`src/rtl/coin_vend_ctrl.sv`:
```
// Coin acceptor / vending controller: credits single coin edges, dispenses at PRICE, pays change greedily.
// All outputs registered: coin credit visible one cycle after its edge; dispense one cycle after busy rises.
module coin_vend_ctrl #(
  parameter int unsigned PRICE      = 35,
  parameter int unsigned MAX_CREDIT = 100,
  parameter int unsigned WIDTH      = 8
) (
  input  logic             clk,
  input  logic             reset,
  input  logic             nickel,
  input  logic             dime,
  input  logic             quarter,
  input  logic             cancel,
  output logic [WIDTH-1:0] count,
  output logic             dispenseNoBalance,
  output logic             dispenseBalance,
  output logic             returnQuarter,
  output logic             returnDime,
  output logic             returnNickel,
  output logic             coinReject,
  output logic             busy
);
  localparam int unsigned     W1      = WIDTH + 1;
  localparam logic [W1-1:0]   PRICE_X = W1'(PRICE);
  localparam logic [W1-1:0]   MAX_X   = W1'(MAX_CREDIT);
  localparam logic [WIDTH-1:0] PRICE_C = WIDTH'(PRICE);
  localparam logic [WIDTH-1:0] C25     = WIDTH'(25);
  localparam logic [WIDTH-1:0] C10     = WIDTH'(10);
  localparam logic [WIDTH-1:0] C5      = WIDTH'(5);

  typedef enum logic [1:0] {IDLE, ACCUM, DISPENSE, CHANGE} state_t;

  state_t           state_q, state_d;
  logic [2:0]       prev_q, prev_d;
  logic [2:0]       coin_lvl, coin_edge;
  logic [WIDTH-1:0] count_q, count_d;
  logic [WIDTH-1:0] change_coin;
  logic [W1-1:0]    coin_val, sum;
  logic             dnb_q, dnb_d, db_q, db_d;
  logic             rq_q, rq_d, rd_q, rd_d, rn_q, rn_d;
  logic             rej_q, rej_d, busy_q, busy_d;

  assign coin_lvl  = {quarter, dime, nickel};
  assign coin_edge = coin_lvl & ~prev_q;

  always_comb begin
    state_d     = state_q;
    prev_d      = coin_lvl;
    count_d     = count_q;
    dnb_d       = 1'b0;
    db_d        = 1'b0;
    rq_d        = 1'b0;
    rd_d        = 1'b0;
    rn_d        = 1'b0;
    rej_d       = 1'b0;
    change_coin = '0;
    coin_val    = '0;
    case (coin_edge)
      3'b001:  coin_val = W1'(5);
      3'b010:  coin_val = W1'(10);
      3'b100:  coin_val = W1'(25);
      default: coin_val = '0;
    endcase
    // Widened by one bit so the ceiling check cannot wrap.
    sum = {1'b0, count_q} + coin_val;

    case (state_q)
      IDLE, ACCUM: begin
        if (coin_edge != 3'b000) begin
          if ($countones(coin_edge) != 1 || sum > MAX_X) begin
            rej_d = 1'b1;
          end else begin
            count_d = sum[WIDTH-1:0];
            state_d = (sum >= PRICE_X) ? DISPENSE : ACCUM;
          end
        end else if (cancel && state_q == ACCUM) begin
          state_d = CHANGE;
        end
      end
      DISPENSE: begin
        rej_d = |coin_edge;
        if (count_q == PRICE_C) begin
          dnb_d   = 1'b1;
          count_d = '0;
          state_d = IDLE;
        end else begin
          db_d    = 1'b1;
          count_d = count_q - PRICE_C;
          state_d = CHANGE;
        end
      end
      CHANGE: begin
        rej_d = |coin_edge;
        if (count_q >= C25) begin
          rq_d        = 1'b1;
          change_coin = C25;
        end else if (count_q >= C10) begin
          rd_d        = 1'b1;
          change_coin = C10;
        end else begin
          rn_d        = 1'b1;
          change_coin = C5;
        end
        count_d = count_q - change_coin;
        if (count_d == '0) state_d = IDLE;
      end
      default: state_d = IDLE;
    endcase

    busy_d = (state_d == DISPENSE) || (state_d == CHANGE);
  end

  always_ff @(posedge clk) begin
    if (reset) begin
      state_q <= IDLE;
      prev_q  <= coin_lvl;
      count_q <= '0;
      dnb_q   <= 1'b0;
      db_q    <= 1'b0;
      rq_q    <= 1'b0;
      rd_q    <= 1'b0;
      rn_q    <= 1'b0;
      rej_q   <= 1'b0;
      busy_q  <= 1'b0;
    end else begin
      state_q <= state_d;
      prev_q  <= prev_d;
      count_q <= count_d;
      dnb_q   <= dnb_d;
      db_q    <= db_d;
      rq_q    <= rq_d;
      rd_q    <= rd_d;
      rn_q    <= rn_d;
      rej_q   <= rej_d;
      busy_q  <= busy_d;
    end
  end

  assign count             = count_q;
  assign dispenseNoBalance = dnb_q;
  assign dispenseBalance   = db_q;
  assign returnQuarter     = rq_q;
  assign returnDime        = rd_q;
  assign returnNickel      = rn_q;
  assign coinReject        = rej_q;
  assign busy              = busy_q;
endmodule
```
`config.mk`:
```
export PLATFORM = sky130hd
export DESIGN_NAME = coin_vend_ctrl
export DESIGN_NICKNAME = d
export VERILOG_FILES = /design/src/rtl/coin_vend_ctrl.sv
export SDC_FILE = /design/constraint.sdc
export NUM_CORES = 1
export LEC_CHECK = 0
export ABC_AREA = 1
export CAP_MARGIN = 0
export CORE_MARGIN = 2
export CORE_UTILIZATION = 30
export DETAILED_ROUTE_END_ITERATION = 12
export HOLD_SLACK_MARGIN = 0.03
export SLEW_MARGIN = 20
export SYNTH_ARGS = -nofsm -noshare
export SYNTH_HDL_FRONTEND = slang
export SYNTH_SLANG_ARGS = --single-unit
```
`constraint.sdc`:
```
create_clock -name clk -period 4.5 [get_ports clk]
set_input_delay 0.675 -clock clk [delete_from_list [all_inputs] [get_ports clk]]
set_output_delay 0.675 -clock clk [all_outputs]
set_load 0.01 [all_outputs]
```
# Word level (Yosys, flattened, before mapping)

Cells that the tools add are included.

Reduce and logical (&&, ||, !) cells: 13
Muxes and demuxes: 23
Div/mod/pow operators: 0
Bitwise gates (word level): 4
Shift operators: 0
Order comparisons: 4
Multiply operators: 0
Add/sub/neg operators: 5
Equal/unequal tests: 12

Operators with widths:

| kind                | count |
|---|---|
| $mux 8              | 4 |
| $pmux 8 s3          | 1 |
| $pmux 5 s3          | 1 |
| $mux 2              | 6 |
| $add 8x9->9         | 1 |
| $ge 9x6->1 const B  | 1 |
| $gt 9x7->1 const B  | 1 |
| $eq 2x2->1 const B  | 4 |
| $eq 8x6->1 const B  | 1 |
| $ge 8x4->1 const B  | 1 |
| $ge 8x5->1 const B  | 1 |
| $logic_not 8->1     | 1 |
| $reduce_or 2->1     | 4 |
| $sub 8x6->8 const B | 1 |
| $sub 8x8->8         | 1 |
| $mux 1              | 7 |
| $pmux 2 s3          | 1 |
| $reduce_or 3->1     | 2 |
| $mux 5              | 1 |
| $mux 4              | 1 |
| $ne 2x2->1 const B  | 2 |
| $add 2x1->3         | 1 |
| $and 3x3->3         | 1 |
| $eq 3x1->1 const B  | 1 |
| other kinds (13)    | 15 |

Word-level logic and storage cells: 71
Register bits: 20
Latch bits: 0
Memory bits (read-only): 0
Memories kept: 0
Bits in writable memories: 0
Input bits: 6
Output and inout bits: 15

# Longest topological paths before layout

Gate-level depths: netlist of run 1.

Depth after elaboration: 12
Depth in mapped cells: 23
Gate-level depth less buffers: 22

# Least setup slack after synthesis of run 1

OpenSTA, ideal clock, no wires.

Path type: input -> register
Start point: input nickel
End point: register count_q[5], in the netlist count[5]
Stages on the path: 19
Library setup time: 114 ps
Data required time: 4386 ps
Data arrival time: 3074 ps
Path slack: 1312 ps
Cells stage by stage: inv_1 or2_2 inv_1 nand2_1 o21ai_0 ha_1 fa_1 or2_2 nor2_1 nand3_1 nor2_1 nand3_1 nand2_2 nand3_4 nand2_4 buf_6 nand2_1 nand2_1 nor2_2

Word-level cells in the longest chain between the ends: 8

Ends and longest elaborated chain:

| what                                     | RTL line | source |
|---|---|---|
| start, declared                          | 10       | `input logic nickel,` |
| $and 3x3->3 (*)                          | 44       | `assign coin_edge = coin_lvl & ~prev_q;` |
| $eq 3x3->1, or another cell as far along | 58       | `case (coin_edge)` |
| $pmux 5 s3                               | 58       |  |
| $add 8x9->9                              | 65       | `sum = {1'b0, count_q} + coin_val;` |
| $gt 9x7->1                               | 70       | `if ($countones(coin_edge) != 1 \|\| sum > MAX_X) begin` |
| $logic_or 1x1->1                         | 70       |  |
| $ne 2x2->1 (no source line)              | -        |  |
| $reduce_and 2->1 (no source line)        | -        |  |
| end signal, assigned                     | 128      | `count_q <= count_d;` |
| end, declared                            | 36       | `logic [WIDTH-1:0] count_q, count_d;` |

Every way passes the cells marked *; elsewhere a longest branch is shown, timed or not. The select of a mux whose other input is x is not followed.
A chain may end at the register's enable or synchronous reset.

# Worst setup path after layout of run 1

Start point: input quarter
End point: register count_q[6], in the netlist count[6]

Word-level cells in the longest chain between the ends: 8

Ends and longest elaborated chain:

| what                                     | RTL line | source |
|---|---|---|
| start, declared                          | 12       | `input logic quarter,` |
| $and 3x3->3 (*)                          | 44       |  |
| $eq 3x3->1, or another cell as far along | 58       |  |
| $pmux 5 s3                               | 58       |  |
| $add 8x9->9                              | 65       |  |
| $gt 9x7->1                               | 70       |  |
| $logic_or 1x1->1                         | 70       |  |
| $ne 2x2->1 (no source line)              | -        |  |
| $reduce_and 2->1 (no source line)        | -        |  |

Marks and branches as above.

==> qor.yml, run 1 <==
grt:
  grt_antenna_before_repair: 0
  grt_pass1_vias: 1668
  grt_max_degree: 16
  globalRoute.totalOverflow: 0
  grt_pass1_wl_microns: 7969
  groute.usage.overall_pct: 15.58
detailed_routing:
  antenna_left: 0
  postRouteWirelength_microns: 4926
  num_vias: 1885
  drc: 0
  via_per_inst: 4.772
  drt-initial-drc-count: 167
  detail_route.wl_per_cell_microns: 12.47
  firstDrtPassIters: 4
sta:
  slew_headroom_pct: 70.24
  skew_ns: 0.01119
  layout_min_cycle_time_ns: 3.618
  slew_viol_final: 0
  finalWorstSetupSlack_ns: 0.8824
  timing.final.crit_share_pct: 80.39
  finalHoldViolations: 0
  finalSetupTns_ns: 0
  fmax_ghz: 0.2764
  setup_viol_count_final: 0
  tightest_slew_ns: 0.4458
  rsz0062_at_grt: "no"
  hold_ws_ns: 0.5434
worst_setup_path:
  cp-end-kind: "flop"
  start_kind: "primary input"
  critPathKind: "primary input to flop"
  cp_common_cell: "nor2_1"
  required_ns: 4.67
  cp_slowest_cell: "clkdlybuf4s50_1"
  worstPathCellList: "clkdlybuf4s50_1 > inv_1 > nor2_1 > inv_1 > nor2_1 > inv_1 > o21ai_0 > ha_1 > fa_1 > or2_2 > nor2_1 > nand3_1 > nor2_1 > nand3_1 > nand2_2 > nand3_4 > nand2_4 > nand2_1 > nand2_1 > nor2_1"
  critPathArrivalTime_ns: 3.79
  crit_path_max_fanout: 15
  critPathMaxStageDelay_ns: 0.47
die:
  rows: 28
  io_pins: 21
  die_area_sq_um: 6830
  dieHeight_microns: 82.65
  initial_core_util_pct: 31.16
  core_area_sq_um: 5956
  fp.dieW_microns: 82.65
yosys:
  synth_cells: 299
  synth_area_per_cell_sq_um: 6.206
  synth_cell_types: 33
  synth_top_area_share_pct: 21.58
  synth_top_cell_by_area: "dfxtp_1"
  ys_seq_elements: 20
  syn_area_sq_um: 1856
  ys_seq_area_share_pct: 21.58
  syn_nets: 322
  synth_area_leaders: "dfxtp_1 (22%), nand2_1 (15%), nor2_1 (10%), inv_1 (9.5%), ha_1 (9.4%)"
  yosysWarnings: 0
clock_tree:
  cts_tree: "built"
  clock-sinks: 20
  cts-resized-gates: 0
  ctsHtreeMaxLevel: 1
  clock_latency_ns: 0.28
  cts_buffers: 3
  cts.path.max_buffers: 2
  postCtsHoldBufs: 0
  clkTransAtPathRegs_ns: 0.08
  postCtsSetupBuffers: 0
  root_buffer: "clkbuf_8"
power:
  powerDensity_nw_per_um2: 632.2
  design_power_total_uw: 1388
  p_leak_uw: 0.001103
  ir_drop_v: 0.0002269
place:
  place_hpwl_microns: 3810
  place_ws_ns: 0.5948
  portBuffers: 20
  place_congestion: 0.8885
layout:
  area_growth_pct: 18.34
  n_antenna_cell: 0
  drive_gt1_share_pct: 6.563
  layout.nets: 344
flow_run:
  max_cap_viol_count: 0
min_path:
  hp-class: "flop to flop"
run_status:
  status: "finished clean"
## cell type report
type                            count  area, sq um
Inverter                           48        180.2
Fill cell                         669         3760
Sequential cell                    20        400.4
Multi-Input combinational cell    226         1235
Clock inverter                      1        30.03
Clock buffer                        3        41.29
Timing Repair Buffer               22        215.2
Tap cell                           75        93.84
## power breakdown
| group | internal, uW | switching (uW) | leakage [uW] |
|---|---|---|---|
| Sequential | 214 | 67.3 | 0.000165 |
| Clock | 119 | 73.2 | 0.0000357 |
| Combinational | 362 | 552 | 0.000903 |
| Total | 695 | 693 | 0.00110 |
## cells in the final DEF, fill, tap and decap left out, drive strengths merged
cell           synthesis  final
nand2                 79     79
nor2                  52     52
inv                   47     47
nand3                 34     34
dfxtp                 20     20
clkdlybuf4s50          0     20
ha                    14     14
a21oi                  9      9
nand4                  5      5
xnor2                  4      4
xor2                   4      4
o21ai                  4      4
or2                    3      3
nor3                   3      3
fa                     3      3
clkbuf                 0      3
a31oi                  2      2
o211ai                 2      2
o22ai                  2      2
a221oi                 2      2
buf                    5      2
o31ai                  1      1
nand3b                 1      1
clkinv                 1      1
a22oi                  1      1
and3                   1      1
bufinv                 0      1
## metrics by stage
step / instance area, sq um / cells / util, %
2_1_floorplan: 1856 / 299 / -
3_5_place_dp: 2125 / 391 / 35.67
3_3_place_gp: 2125 / 391 / 35.67
6_report: 2196 / 395 / 36.87
5_1_grt: 2196 / 395 / 36.87
4_1_cts: 2196 / 395 / 36.87
## worst max-delay path: cells and delay by family
kind / cells / cell delay [ns]
AO/OA/AOI/OAI: 1 / 0.07
buffers and inverters: 4 / 0.68
adder cells (fa/ha/maj): 2 / 0.68
AND/OR/NAND/NOR: 13 / 1.68
## flip-flops by register name (all words and copies together), names as in the netlist
signal,flops
state_q,2
returnDime,1
busy,1
dispenseBalance,1
count,8
dispenseNoBalance,1
prev_q,3
returnQuarter,1
coinReject,1
returnNickel,1
## cells by family after synthesis
family                     share of synthesized area (%)
xor gates and xnor gates                           3.776
and+or+nand+nor                                    42.48
DFF                                                21.58
adders and majority gates                          12.68
buffers and inverters                              11.87
AOI/OAI and AO/OA                                  7.619
## Yosys cell counts
cell type,count
nand4_1,5
buf_6,2
nand2_2,5
o31ai_1,1
xor2_1,4
buf_4,1
dfxtp_1,20
a221oi_1,2
a31oi_1,2
clkinv_1,1
a21oi_1,8
buf_2,2
a21oi_2,1
and3_1,1
xnor2_1,4
o211ai_1,2
nand2_4,1
o21ai_1,1
o21ai_0,3
nor3_1,3
nand2_1,73
nor2_2,2
nand3b_1,1
a22oi_1,1
nand3_4,1
inv_1,47
nand3_2,2
or2_2,3
nor2_1,50
o22ai_1,2
ha_1,14
fa_1,3
nand3_1,31
## worst paths after layout
kind / from / endpoint / slack [ns] / cells after the start
max: quarter / count[6] / 0.88 / 20
min: state_q[0] / state_q[0] / 0.54 / 2
max reg2reg: count[0] / busy / 1.27 / 19
min reg2reg: state_q[0] / state_q[0] / 0.54 / 2
## metal layers
metal / track usage [%] / part of all wire (%)
met5: 0 / 0
met3: 2.500 / 4.0
met1: 20.47 / 49
met4: 5.574 / 1.7
met2: 25.73 / 46
Power figures use the tool's default switching activity.
==> run 2: changes to the inputs <==
==> constraint.sdc (replaced) <==
create_clock -name clk -period 3.65 [get_ports clk]
set_input_delay 0.5475 -clock clk [delete_from_list [all_inputs] [get_ports clk]]
set_output_delay 0.5475 -clock clk [all_outputs]
set_load 0.01 [all_outputs]
==> qor.yml, run 2 (synthesized netlist as in run 1, its figures left out) <==
run_status:
  status: "finished clean"
worst_setup_path:
  r2r_slack_ns: 0.45  # -0.82 ns
  cp_common_cell: "nand2_1"
  required_ns: 3.82  # -0.85 ns
  start_kind: "primary input"
  r2r_cells: 20  # +1
  rr_endpoint: "busy"
  cp_slowest_cell: "clkdlybuf4s50_1"
  crit_path_max_fanout: 15  # unchanged
  critPathKind: "primary input to flop"
  critPathArrivalTime_ns: 3.51  # -0.28 ns
  cp-end-kind: "flop"
  timing.rr.start: "count[1]"
  worstPathCellList: "clkdlybuf4s50_1 > inv_1 > or2_2 > inv_1 > nand2_1 > o21ai_1 > ha_2 > fa_1 > or2_2 > nor2_1 > nand3_1 > nor2_1 > nand3_1 > nand2_2 > nand3_4 > nand2_4 > nand2_1 > nand2_1 > nor2_2"
  critPathMaxStageDelay_ns: 0.47  # about the same
grt:
  globalRoute.totalOverflow: 0  # unchanged
  grt_pass1_vias: 1658  # -0.60%
  grt_max_degree: 16  # unchanged
  groute.usage.overall_pct: 14.90  # -0.68 points
  grt_pass1_wl_microns: 7783  # -2.3%
  grt_antenna_before_repair: 0  # unchanged
detailed_routing:
  wl_met2_microns: 2055  # -8.7%
  postRouteWirelength_microns: 4658  # -5.4%
  wl_met3_microns: 298  # +51%
  drt-initial-drc-count: 150  # -10%
  antenna_left: 0  # unchanged
  via_per_inst: 4.611  # -3.4%
  num_vias: 1849  # -1.9%
  detail_route.wl_per_cell_microns: 11.62  # -6.9%
  drc: 0  # unchanged
  firstDrtPassIters: 4  # unchanged
  top_layer: "met4"
  wl_met1_microns: 2242  # -6.3%
sta:
  skew_ns: 0.003440  # -0.007753 ns
  finalWorstSetupSlack_ns: 0.3004  # -0.5820 ns
  layout_min_cycle_time_ns: 3.350
  finalHoldViolations: 0  # unchanged
  tightest_slew_ns: 0.3612  # -0.08451 ns
  timing.final.crit_share_pct: 91.77
  finalSetupTns_ns: 0  # unchanged
  setup_viol_count_final: 0  # unchanged
  slew_headroom_pct: 75.74  # +5.5 points
  fmax_ghz: 0.2985
  rsz0062_at_grt: "no"
  slew_viol_final: 0  # unchanged
min_path:
  whs_path_depth: 2  # unchanged
  hold_start: "state_q[0]"
  hp-class: "flop to flop"
  min_to: "state_q[0]"
power:
  powerDensity_nw_per_um2: 763.7  # +21%
  p_leak_uw: 0.001132  # +2.6%
  design_power_total_uw: 1713  # +23%
  ir_drop_v: 0.0004137  # +82%
place:
  portBuffers: 20  # unchanged
  dpl.cell_count: 397  # +1.5%
  place_congestion: 0.9391  # +5.7%
  place_hpwl_microns: 3767  # -1.1%
  place_ws_ns: -0.04746  # -0.6423 ns
layout:
  final_core_util_pct: 37.67  # +0.80 points
  area_growth_pct: 20.90
  drive_gt1_share_pct: 8.589  # +2.0 points
  n_antenna_cell: 0  # unchanged
  final_common_cell: "nand2_1"
  layout.nets: 350  # +1.7%
  largest_register_ffs: 8  # unchanged
  instances_no_fill: 401  # +1.5%
  layout_common_cells: "nand2_1 (73), nor2_1 (50), inv_1 (47)"
die:
  core_area_sq_um: 5956  # unchanged
  initial_core_util_pct: 31.16  # unchanged
  dieHeight_microns: 82.65  # unchanged
  io_pins: 21  # unchanged
  fp.dieW_microns: 82.65  # unchanged
  rows: 28  # unchanged
  die_area_sq_um: 6830  # unchanged
clock_tree:
  cts_tree: "built"
  cts_buffers: 3  # unchanged
  clock-sinks: 20  # unchanged
  clkTransAtPathRegs_ns: 0.08  # about the same
  postCtsSetupBuffers: 0  # unchanged
  ctsHtreeMaxLevel: 1  # unchanged
  clock_latency_ns: 0.27  # about the same
  cts.path.max_buffers: 2  # unchanged
  postCtsHoldBufs: 0  # unchanged
  root_buffer: "clkbuf_8"
flow_run:
  max_cap_viol_count: 0  # unchanged
run 2: area by class of cell:
class | instances | area, sq um
Sequential cell | 20 | 400.4
Fill cell | 654 | 3712
Inverter | 48 | 180.2
Tap cell | 75 | 93.84
Multi-Input combinational cell | 226 | 1237
Timing Repair Buffer | 28 | 260.3
Clock buffer | 3 | 41.29
Clock inverter | 1 | 30.03
run 2: what timing repair did:
item,CTS,global route
endpoints found under the setup margin,0,8
gates resized for setup,0,2
endpoints found under the hold margin,0,0
run 2: through the flow:
step	instance area (sq um)	hold slack [ns]
floorplan	1856	0.4825
global placement	2170	0.5336
detailed placement	2170	0.5234
CTS	2241	0.5364
global route	2243	0.6180
finish	2243	0.5419
run 2: critical path, delay by kind of cell:
kind                     cells  cell delay [ns]
adder cells (fa/ha/maj)      2             0.63
AND/OR/NAND/NOR             13             1.60
buffers and inverters        3             0.61
AO/OA/AOI/OAI                1             0.13
run 2: where the power goes:
group	total [uW]	internal [uW]	switching (uW)
combinational	1160	468	695
sequential	320	264	55.9
clock	231	147	84.0
total	1710	878	835
run 2: per-layer routing:
| metal | vias to the layer above | global-route usage, % |
|---|---|---|
| met1 | 784 | 21.41 |
| met3 | 8 | 2.283 |
| met4 | 0 | 4.098 |
| met2 | 61 | 23.06 |
| li1 | 996 | - |
| met5 | - | 0 |
run 2: worst max path at each step:
stage	cells after the start	end	start	slack, ns
5_1_grt	19	count[5]	nickel	0.003
3_3_place_gp	19	count[6]	nickel	0.06
6_report	19	count[5]	nickel	0.30
3_5_place_dp	19	count[5]	nickel	-0.05
2_1_floorplan	19	count[5]	nickel	0.59
4_1_cts	19	count[5]	nickel	0.25
==> run 3: changes to the inputs <==
--- a/config.mk
+++ b/config.mk
@@ -7,8 +7,8 @@
 export LEC_CHECK = 0
 export ABC_AREA = 1
 export CAP_MARGIN = 0
-export CORE_MARGIN = 2
 export CORE_UTILIZATION = 30
+export CTS_CLUSTER_DIAMETER = 150
 export DETAILED_ROUTE_END_ITERATION = 12
 export HOLD_SLACK_MARGIN = 0.03
 export SLEW_MARGIN = 20
==> qor.yml, run 3 (synthesized netlist as in run 1, its figures left out) <==
worst_setup_path:
  cp-end-kind: "flop"
  required_ns: 3.83  # about the same
  critPathKind: "primary input to flop"
  r2r_slack_ns: 0.47  # +0.02 ns
  crit_path_max_fanout: 15  # unchanged
  critPathArrivalTime_ns: 3.55  # +0.04 ns
  start_kind: "primary input"
  crit_end: "count[2]"
  startpoint: "nickel"
  timing.rr.start: "count[1]"
  r2r_cells: 20  # unchanged
  rr_endpoint: "state_q[1]"
detailed_routing:
  wl_met1_microns: 2459  # +9.7%
  firstDrtPassIters: 4  # unchanged
  top_layer: "met4"
  drc: 0  # unchanged
  drt-initial-drc-count: 140  # -6.7%
  wl_met3_microns: 196  # -34%
  wl_met2_microns: 2074  # +0.92%
  postRouteWirelength_microns: 4774  # +2.5%
  detail_route.wl_per_cell_microns: 11.91  # +2.5%
  via_per_inst: 4.613  # about the same
  num_vias: 1850  # +0.054%
  antenna_left: 0  # unchanged
clock_tree:
  ctsHtreeMaxLevel: 1  # unchanged
  postCtsHoldBufs: 0  # unchanged
  cts_buffers: 3  # unchanged
  cts-resized-gates: 0  # unchanged
  postCtsSetupBuffers: 0  # unchanged
  clock-sinks: 20  # unchanged
  cts.path.max_buffers: 2  # unchanged
  clkTransAtPathRegs_ns: 0.09  # about the same
  cts_tree: "built"
  root_buffer: "clkbuf_8"
  clock_latency_ns: 0.27  # about the same
grt:
  grt_antenna_before_repair: 0  # unchanged
  grt_max_degree: 16  # unchanged
  groute.usage.overall_pct: 15.77  # +0.87 points
  grt_pass1_vias: 1724  # +4.0%
  grt_pass1_wl_microns: 7872  # +1.1%
  globalRoute.totalOverflow: 0  # unchanged
power:
  design_power_total_uw: 1724  # +0.63%
  p_leak_uw: 0.001135  # +0.20%
  powerDensity_nw_per_um2: 769.3  # +0.74%
  clock_power_share_pct: 13.5  # about the same
  p_comb_share_pct: 67.7  # -0.2 points
  intPower_uw: 877.9  # about the same
  power.switching_uw: 846.1  # +1.3%
  p_seq_share_pct: 18.8  # about the same
  ir_drop_v: 0.0003344  # -19%
  p_sw_share_pct: 49.08  # +0.34 points
sta:
  fmax_ghz: 0.2969  # -0.56%
  skew_ns: 0.006927  # +0.003487 ns
  tightest_slew_ns: 0.3590  # -0.002286 ns
  slew_viol_final: 0  # unchanged
  hold_ws_ns: 0.5532  # +0.01129 ns
  slew_headroom_pct: 75.98  # +0.24 points
  setup_viol_count_final: 0  # unchanged
  finalHoldViolations: 0  # unchanged
  timing.final.crit_share_pct: 92.29  # +0.52 points
  rsz0062_at_grt: "no"
  layout_min_cycle_time_ns: 3.369  # +0.01899 ns
  finalWorstSetupSlack_ns: 0.2814  # -0.01899 ns
die:
  initial_core_util_pct: 31.16  # unchanged
  core_area_sq_um: 5956  # unchanged
  dieHeight_microns: 80.65  # -2.4%
  io_pins: 21  # unchanged
  fp.dieW_microns: 80.65  # -2.4%
  die_area_sq_um: 6504  # -4.8%
  rows: 28  # unchanged
min_path:
  hp-class: "flop to flop"
layout:
  layout.nets: 350  # unchanged
  area_growth_pct: 20.77
  layout_common_cells: "nand2_1 (73), nor2_1 (50), inv_1 (47)"
  largest_register_ffs: 8  # unchanged
  final_common_cell: "nand2_1"
  final_area_sq_um: 2241  # -0.11%
  drive_gt1_share_pct: 8.282  # -0.31 points
  n_fill_cell: 647  # -1.1%
  n_antenna_cell: 0  # unchanged
place:
  place_hpwl_microns: 3781  # +0.36%
  portBuffers: 20  # unchanged
  place_ws_ns: -0.03375  # +0.01372 ns
  place_congestion: 0.9231  # -1.7%
  placed_cell_area_sq_um: 2170  # unchanged
run_status:
  status: "finished clean"
flow_run:
  max_cap_viol_count: 0  # unchanged
==> run 3: worst min-delay path by stage <==
stage                            end  cells after the start  startpoint
after floorplan           state_q[0]                      2  state_q[0]
after detailed placement  state_q[0]                      2  state_q[0]
after CTS                 state_q[0]                      2  state_q[0]
after global routing      state_q[0]                      2  state_q[0]
final                     state_q[0]                      2  state_q[0]
after global placement    state_q[0]                      2  state_q[0]
==> run 3: layout make-up <==
class	count	area [sq um]	area share, %
Clock buffer	3	41.29	1.843
Clock inverter	1	30.03	1.340
Inverter	48	180.2	8.040
Multi-Input combinational cell	226	1235	55.11
Sequential cell	20	400.4	17.87
Tap cell	75	93.84	4.188
Timing Repair Buffer	28	260.3	11.61
==> run 3: layer usage <==
| layer | GRT usage (%) | up-vias |
|---|---|---|
| met3 | 2.045 | 5 |
| met5 | 0 | - |
| met1 | 22.39 | 798 |
| li1 | - | 999 |
| met4 | 4.107 | 0 |
| met2 | 24.75 | 48 |
==> run 3: power groups by stage <==
stage	clock (uW)	sequential, uW	combinational (uW)
after detailed placement	0	329	1150
after CTS	239	325	1160
after global placement	0	331	1150
after floorplan	0	332	848
after global routing	250	332	1320
final	233	324	1170
==> run 3: stage by stage <==
stage               utilization, %  TNS, ns  cells
floorplan                        -        0    299
global placement             36.43        0    397
detailed placement           36.43  -0.1326    397
CTS                          37.63        0    401
global route                 37.63        0    401
finish                       37.63        0    401
==> run 3: worst max-delay path, stage by stage <==
cell	delay (ns)
clkdlybuf4s50_1	0.47
inv_1	0.03
or2_2	0.30
inv_1	0.11
nand2_1	0.07
o21ai_0	0.17
ha_1	0.23
fa_1	0.43
or2_2	0.30
nor2_1	0.10
nand3_1	0.08
nor2_1	0.09
nand3_1	0.08
nand2_2	0.10
nand3_4	0.09
nand2_4	0.16
nand2_1	0.07
nand2_1	0.07
nor2_1	0.05
